**config.mk**
```make
export PLATFORM = sky130hd
export DESIGN_NAME = spi_master_ctrl
export DESIGN_NICKNAME = d
export VERILOG_FILES = /design/src/rtl/spi_master_ctrl.sv
export SDC_FILE = /design/constraint.sdc
export NUM_CORES = 1
export LEC_CHECK = 0
export CORE_MARGIN = 2
export CORE_UTILIZATION = 40
export CTS_BUF_LIST = sky130_fd_sc_hd__clkbuf_4
export DETAILED_ROUTE_END_ITERATION = 10
export GPL_TIMING_DRIVEN = 0
export PLACE_DENSITY = 0.74
export SKIP_CTS_REPAIR_TIMING = 1
export SLEW_MARGIN = 20
export SYNTH_ARGS = -nofsm -noshare
export SYNTH_HDL_FRONTEND = slang
export SYNTH_SLANG_ARGS = --single-unit
```
**constraint.sdc**
```tcl
create_clock -name clk -period 1.9 [get_ports clk]
set_input_delay 0.38 -clock clk [delete_from_list [all_inputs] [get_ports clk]]
set_output_delay 0.38 -clock clk [all_outputs]
set_load 0.02 [all_outputs]
```
**src/rtl/spi_master_ctrl.sv**
```systemverilog
// SPI mode 0 master issuing a {command, data} two-byte frame under one SS assertion.
// Define SPI_MASTER_LOOPBACK_EN to feed the RX shifter from MOSI instead of the MISO pin.
module spi_master_ctrl #(
  parameter int CLK_DIV = 4
) (
  input  logic       clk,
  input  logic       rst,
  input  logic       start,
  input  logic [7:0] CMD_in,
  input  logic [7:0] DATA_in,
  output logic [7:0] STA_out,
  output logic [7:0] DATA_out,
  output logic       busy,
  output logic       done,
  output logic       SCK,
  output logic       SS,
  output logic       MOSI,
  input  logic       MISO
);

  localparam int DIV_W = (CLK_DIV > 1) ? $clog2(CLK_DIV) : 1;
  localparam logic [DIV_W-1:0] DIV_LAST = DIV_W'(CLK_DIV - 1);

  typedef enum logic [2:0] {IDLE, SETUP, SHIFT, HOLD, GAP} state_t;

  state_t           state_q, state_d;
  logic [DIV_W-1:0] div_q, div_d;
  logic [4:0]       hp_q, hp_d;
  logic [15:0]      tx_q, tx_d;
  logic [15:0]      rx_q, rx_d;
  logic             sck_q, sck_d;
  logic             ss_q, ss_d;
  logic             mosi_q, mosi_d;
  logic             busy_q, busy_d;
  logic             done_q, done_d;
  logic [7:0]       sta_q, sta_d;
  logic [7:0]       dout_q, dout_d;
  logic             tick;
  logic             rx_in;

`ifdef SPI_MASTER_LOOPBACK_EN
  logic miso_unused;
  assign miso_unused = MISO;
  assign rx_in = mosi_q;
`else
  assign rx_in = MISO;
`endif

  // One tick per CLK_DIV cycles; every state change and SCK edge lands on a tick.
  assign tick = (div_q == DIV_LAST);

  always_ff @(posedge clk or posedge rst) begin
    if (rst) begin
      state_q <= IDLE;
      div_q   <= '0;
      hp_q    <= '0;
      tx_q    <= '0;
      rx_q    <= '0;
      sck_q   <= 1'b0;
      ss_q    <= 1'b1;
      mosi_q  <= 1'b0;
      busy_q  <= 1'b0;
      done_q  <= 1'b0;
      sta_q   <= '0;
      dout_q  <= '0;
    end else begin
      state_q <= state_d;
      div_q   <= div_d;
      hp_q    <= hp_d;
      tx_q    <= tx_d;
      rx_q    <= rx_d;
      sck_q   <= sck_d;
      ss_q    <= ss_d;
      mosi_q  <= mosi_d;
      busy_q  <= busy_d;
      done_q  <= done_d;
      sta_q   <= sta_d;
      dout_q  <= dout_d;
    end
  end

  always_comb begin
    state_d = state_q;
    div_d   = tick ? '0 : div_q + 1'b1;
    hp_d    = hp_q;
    tx_d    = tx_q;
    rx_d    = rx_q;
    sck_d   = sck_q;
    ss_d    = ss_q;
    mosi_d  = mosi_q;
    busy_d  = busy_q;
    done_d  = 1'b0;
    sta_d   = sta_q;
    dout_d  = dout_q;

    case (state_q)
      IDLE: begin
        div_d = '0;
        if (start) begin
          tx_d    = {CMD_in, DATA_in};
          rx_d    = '0;
          hp_d    = '0;
          ss_d    = 1'b0;
          busy_d  = 1'b1;
          mosi_d  = CMD_in[7];
          state_d = SETUP;
        end
      end
      SETUP: begin
        if (tick) begin
          sck_d   = 1'b1;
          rx_d    = {rx_q[14:0], rx_in};
          hp_d    = '0;
          state_d = SHIFT;
        end
      end
      SHIFT: begin
        // hp even: falling edge, odd: rising edge; hp 31 closes the last low phase.
        if (tick) begin
          hp_d = hp_q + 5'd1;
          if (hp_q == 5'd31) begin
            state_d = HOLD;
          end else if (!hp_q[0]) begin
            sck_d  = 1'b0;
            tx_d   = {tx_q[14:0], 1'b0};
            mosi_d = tx_q[14];
          end else begin
            sck_d = 1'b1;
            rx_d  = {rx_q[14:0], rx_in};
          end
        end
      end
      HOLD: begin
        if (tick) begin
          ss_d    = 1'b1;
          mosi_d  = 1'b0;
          done_d  = 1'b1;
          sta_d   = rx_q[15:8];
          dout_d  = rx_q[7:0];
          state_d = GAP;
        end
      end
      GAP: begin
        // Guarantees the slave sees a minimum SS-high time before the next frame.
        if (tick) begin
          busy_d  = 1'b0;
          state_d = IDLE;
        end
      end
      default: state_d = IDLE;
    endcase
  end

  assign STA_out  = sta_q;
  assign DATA_out = dout_q;
  assign busy     = busy_q;
  assign done     = done_q;
  assign SCK      = sck_q;
  assign SS       = ss_q;
  assign MOSI     = mosi_q;

endmodule

```
==> flow_metrics.env <==
export IMPL_required_ns=2.23
export IMPL_grt_usage=0.1679
export IMPL_slew_violations=0
export IMPL_syn_to_final_growth_pct=29.33
export IMPL_p_per_area_nw_per_um2=1344
export IMPL_die_area_sq_um=7581
export IMPL_grt_first_pass_wirelength_mm=9.839
export IMPL_io_pins=41
export IMPL_yosys_warnings=0
export IMPL_dr_pass1_iters=4
export IMPL_synth_area_per_cell_sq_um=9.020
export IMPL_worstSkewPairLatency_ns=0.41
export IMPL_cts_max_level=3
export IMPL_synthTopCellsByArea="dfrtp_1 (55%), nand2_1 (17%), o21ai_0 (3.4%)"
export IMPL_post_dp_cell_area_sq_um=3293
export IMPL_synth_top_cell_by_area="dfrtp_1"
export IMPL_p_leak_nw=1.632
export IMPL_diodes=0
export IMPL_final_hold_violation_count=0
export IMPL_hold_slack_ns=0.4126
export IMPL_postLayoutSetupSlackWorst_ns=-0.1975
export IMPL_dp_hpwl_mm=3.866
export IMPL_reg2reg_depth=8
export IMPL_cts_tree="done"
export IMPL_drc=0
export IMPL_skew_ns=0.009768
export IMPL_hp_class="in -> async"
export IMPL_setup_violations=15
export IMPL_coreArea_sq_um=6719
export IMPL_clock_sinks=62
export IMPL_grt_pass1_vias=2183
export IMPL_numPortBuffers=40
export IMPL_critPathKind="reg -> reg"
export IMPL_gp_congestion=0.8045
export IMPL_clk_path_buf_depth=2
export IMPL_synth_net_count=329
export IMPL_peakVddDrop_mv=0.7154
export IMPL_syn_inst=306
export IMPL_row_count=30
export IMPL_antenna_found_initial=0
export IMPL_dr_wl_met3_um=235
export IMPL_cp_end_kind="flip-flop"
export IMPL_async_reset_ff_frac=1.000
export IMPL_dieWidth_um=87.07
export IMPL_fillers=624
export IMPL_cp_start_kind="flip-flop"
export IMPL_reg2reg_from="hp_q[0]"
export IMPL_path_clk_slew_ns=0.10
export IMPL_synth_ff_type="dfrtp_1"
export IMPL_relSlewSlack=0.5428
export IMPL_yosysUniqueCellTypes=41
export IMPL_drive_above_1_share=0.1471
export IMPL_avgRoutedWirePerCell_um=13.06
export IMPL_yosysSeqAreaShare=0.5626
export IMPL_tightest_slew_ns=0.6843
export IMPL_viasPerCell=5.089
export IMPL_overflow=0
export IMPL_wl_met1_mm=2.642
export IMPL_crit_fanout=5
export IMPL_outcome="complete, but fails checks"
export IMPL_grt_start_max_net_pins=33
export IMPL_antenna_left=0
export IMPL_rsz0062_at_grt="yes"
export IMPL_drt_total_wl_mm=5.839
export IMPL_maxCapViolCount=0
export IMPL_dr_wl_met2_mm=2.839
export IMPL_numCtsBuffers=9
export IMPL_worstPathArrival_ns=2.42
export IMPL_fmax_mhz=476.8
export IMPL_synth_seq_cells=62
export IMPL_netlist_area_sq_um=2760
export IMPL_synth_top_area_share=0.5530
export IMPL_nets=386
export IMPL_reg2reg_to="tx_q[13]"
export IMPL_synth_edff_count=0
export IMPL_min_period_ns=2.098
export IMPL_first_iter_violations=58
export IMPL_period_share=1.104
export IMPL_vias=2275
export IMPL_die_height_um=87.07
export IMPL_violations="negative setup slack"
export IMPL_cts_root_buffer="clkbuf_4"
export IMPL_highest_layer="met4"
export IMPL_ff2ff_setup_slack_ns=-0.20
export IMPL_fin_area_sq_um=3570
export IMPL_initial_core_util=0.4108
cells in the mapped netlist, drive strengths merged, types with 3 or more instances:
cell,n
a21oi,4
ha,3
nand2,123
a31oi,15
inv,7
clkbuf,3
dfrtp,61
buf,14
nand3,6
o21ai,23
nor2,19
metal layers:
metal	vias up	GRT usage
met2	54	0.2727
met5	-	0
li1	1122	-
met1	1088	0.2098
met4	0	0.08097
met3	11	0.04076
state kept, by name, summed over array words and instances (netlist names), 2 cells and up:
signal	cells
div_q	2
DATA_out	8
state_q	3
STA_out	8
tx_q	15
hp_q	5
rx_q	16
worst max-delay path by stage:
| stage | from | end | slack, ns | cells after the start |
|---|---|---|---|---|
| after floorplan | hp_q[0] | tx_q[14] | 0.01 | 8 |
| after global placement | hp_q[0] | tx_q[7] | -0.14 | 8 |
| after detailed placement | hp_q[0] | tx_q[9] | -0.19 | 8 |
| after CTS | hp_q[0] | tx_q[9] | -0.21 | 8 |
| after global routing | hp_q[1] | tx_q[7] | -0.30 | 8 |
| final | hp_q[0] | tx_q[13] | -0.20 | 8 |
layout make-up:
type,count,area [sq um],area share
Buffer,17,123.9,0.03470
Clock buffer,10,75.07,0.02103
Clock inverter,5,51.30,0.01437
Inverter,8,37.54,0.01052
Multi-Input combinational cell,219,1152,0.3228
Sequential cell,62,1554,0.4353
Tap cell,80,100.1,0.02804
Timing Repair Buffer,46,475.5,0.1332
critical path, stage by stage (launching register included):
cell	delay, ns
dfrtp_2	0.46
ha_4	0.17
and3_4	0.17
ha_4	0.17
a211o_1	0.31
a211oi_4	0.31
buf_2	0.22
nor2_1	0.05
a31oi_1	0.16
per-stage QoR:
stage	util	TNS [ns]	setup slack [ns]	instances	total power [W]
after CTS	0.5089	-3.001	-0.2051	442	0.004588
after floorplan	-	0	0.009813	306	0.003180
final	0.5313	-2.408	-0.1975	447	0.004798
after detailed placement	0.4901	-4.040	-0.1910	427	0.003718
after global placement	0.4872	-2.893	-0.1438	426	0.003645
after global routing	0.5313	-4.091	-0.3002	447	0.005153
cells by family after synthesis:
logic type / share of synthesized area
AOI/OAI and AO/OA: 0.1151
xor gates and xnor gates: 0.006347
adders and majority gates: 0.01360
buffers and inverters: 0.04941
DFF: 0.5626
muxes: 0.007706
and+or+nand+nor: 0.2452
where the power goes:
group          switching, W  total (W)  internal [W]
Clock              0.000478   0.000879      0.000400
Sequential         0.000199    0.00187       0.00167
Combinational       0.00118    0.00205      0.000873
Total               0.00186    0.00480       0.00294
placed cells by master, fill, tap and decap left out, types with 2 or more instances in the layout:
cell,netlist,layout
inv_1,7,6
nand2_1,123,123
clkbuf_4,0,10
nor2_2,2,2
o21ai_0,19,18
buf_4,5,6
clkinvlp_4,0,3
nor3_1,2,2
nor2_1,17,17
dfrtp_1,61,60
xnor2_1,2,2
ha_4,0,2
clkbuf_1,2,2
a21oi_1,4,2
a31oi_1,15,14
buf_2,6,6
clkdlybuf4s50_1,0,39
o21ai_1,4,4
buf_6,2,4
nand3_1,6,6
clkinv_2,0,2
nor2b_1,2,2
No activity file was read; power rests on OpenSTA's default activity.
==> variant: new RTL, same flow settings <==
Re-encode `state_t` (5 states) as one-hot, 5 bits wide.
--- a/src/rtl/spi_master_ctrl.sv
+++ b/src/rtl/spi_master_ctrl.sv
@@ -21,7 +21,7 @@
   localparam int DIV_W = (CLK_DIV > 1) ? $clog2(CLK_DIV) : 1;
   localparam logic [DIV_W-1:0] DIV_LAST = DIV_W'(CLK_DIV - 1);
 
-  typedef enum logic [2:0] {IDLE, SETUP, SHIFT, HOLD, GAP} state_t;
+  typedef enum logic [4:0] {IDLE = 5'b00001, SETUP = 5'b00010, SHIFT = 5'b00100, HOLD = 5'b01000, GAP = 5'b10000} state_t;
 
   state_t           state_q, state_d;
   logic [DIV_W-1:0] div_q, div_d;
Check against the original RTL: no difference found for any inputs over 10 cycles, from zero or initial values and one cycle with rst high; not proved beyond that.
==> variant against the original RTL <==
  * The run still ends with negative setup slack left
  * Synthesized area up 9.0%
  * Sequential cell count increased by 2
  * First-iteration DRC count fell by 14%
  * Cell area is 11% higher
  * Clock power is 7.1% lower
  * Total power rose by 19%
  * Worst setup slack got worse by 19 ps
  * Wire length up 15%
  * Largest cell class unchanged
==> variant: results (changes against the original RTL) <==
- Post-synthesis mux area share: 0.0640 (+0.0563)
- Worst R2R End: rx_q[7]$_DFFE_PP0P_
- Finish-stage setup viols: 32 (+17)
- Latest clock arrival within the worst-skew pair: 430 ps (+20 ps)
- Met2 Resource Use GR: 0.263 (-0.00967)
- Yosys cell types: 43 (+4.9%)
- Adder-Cell Fraction of Synth Area: 0.0125 (-0.00113)
- Initial DRC count: 50 (-14%)
- Crit Path Max Fanout: 8 (+3)
- DR WL met2: 3.31 mm (+17%)
- Placed cell area: 0.00356 mm2 (+8.1%)
- Fillers: 655 (+5.0%)
- Final clock skew: 14.7 ps (+4.95 ps)
- Routing usage on met3: 0.0342 (-0.00653)
- Failing checks: negative setup slack
- Pin count of the biggest net entering global routing: 35 (+6.1%)
- N_diodes: 0 (unchanged)
- Leakage Power: 0.00173 uW (+6.3%)
- Worst-path clk slew: 120 ps (+20 ps)
- Pre-antenna DRT Iters: 4 (unchanged)
- Compound-Gate Fraction of Synth Area: 0.105 (-0.0104)
- HPWL after DPL: 4.47 mm (+16%)
- PortBufs: 40 (unchanged)
- Final WL: 6.70 mm (+15%)
- # H-tree levels: 3 (unchanged)
- Arr. time, crit path: 2440 ps (+20 ps)
- Final net count: 409 (+6.0%)
- Async SR Flop Fraction: 1.00 (unchanged)
- Met1 usage: 0.210 (+0.000484)
- Vias/cell: 5.06 (-0.52%)
- Vias in the first global route: 2388 (+9.4%)
- Worst Tran Pin Value: 675 ps (-9.37 ps)
- Most Frequent Cell on Critical Path: buf_6
- Status: finished, violations left
- Worst path max stage delay: 550 ps (+90 ps)
- Slowest-stage cell, CP: dfstp_2
- Total track usage: 0.163 (-0.00503)
- Xor/xnor share of the synthesized area: 0.0141 (+0.00779)
- First-pass GRT wire length: 10.8 mm (+10%)
- Synth top cells by count: nand2_1, dfrtp_1, nor2_1
- Cells on worst reg2reg path: 9 (+1)
- Syn nets: 342 (+4.0%)
- Pre-CTS setup slack: -499 ps (-308 ps)
- RD Place Congestion: 0.814 (+1.1%)
- CP Launch Point: state_q[0]$_DFFE_PP1P_
- Clk root buf: clkbuf_4
- Synth top area cells: dfrtp_1, nand2_1, mux2i_1
- Peak supply drop: 0.629 mV (-12%)
- Final Worst Setup Slack: -217 ps (-19.2 ps)
- Sequential-to-total area share from yosys stat: 0.533 (-0.0295)
- Count of warnings emitted by yosys: 0 (unchanged)
- Share of cells above drive strength 1: 0.197 (+0.0498)
- Wl on met1: 2.95 mm (+12%)
- DR WL met3: 331 um (+41%)
-- variant: changes by cell type after synthesis, sizes merged, moves of 9 or more --
cell and delta:
clkbuf +11, inv +13, mux2i +16, nand2 -50, nor2 +9
-- variant: critical path: cells and delay by family (launching register included) --
kind	cells	cell delay, ps
AND/OR/NAND/NOR	3	630
AO/OA/AOI/OAI	1	150
buffers and inverters	4	520
flip-flops	1	550
multiplexers	1	170
-- variant: final cells by class --
cell class	count	share of cell area
flip-flops and latches	64	0.405
multi-input cells	212	0.327
repair buffers	56	0.144
clock buffers	9	0.0170
well taps	99	0.0312
inverters	20	0.0199
plain buffers	23	0.0439
clock inverters	7	0.0120
-- variant: logic make-up after synthesis --
group	count (synthesis)
simple gates	132
flops	64
compound gates	54
buf+inv	43
mux	19
xor+xnor	4
fa+ha+maj	3
-- variant: how the worst min path moves through the flow --
stage / to / slack [ps] / cells after the start
2_1_floorplan: div_q[0]$_DFF_PP0_ / 410 / 1
3_3_place_gp: div_q[0]$_DFF_PP0_ / 430 / 1
3_5_place_dp: div_q[0]$_DFF_PP0_ / 440 / 1
4_1_cts: div_q[0]$_DFF_PP0_ / 400 / 2
5_1_grt: DATA_out[5]$_DFFE_PP0P_ / 450 / 2
6_report: rx_q[9]$_DFFE_PP0P_ / 380 / 2
-- variant: report_power, final --
part	switching (uW)	internal [uW]	total, uW
combinational	1500	1620	3120
clock	550	267	817
sequential	158	1630	1790
-- variant: through the flow --
stage / std cells / total power [uW] / util / hold WS [ps] / TNS [ps]
after floorplan: 319 / 3560 / - / 415 / -873
after global placement: 458 / 4000 / 0.488 / 430 / -10760
after detailed placement: 459 / 4060 / 0.491 / 443 / -12210
after CTS: 475 / 4880 / 0.507 / 402 / -10610
after global routing: 490 / 6070 / 0.547 / 453 / -8420
final: 490 / 5730 / 0.547 / 385 / -4550
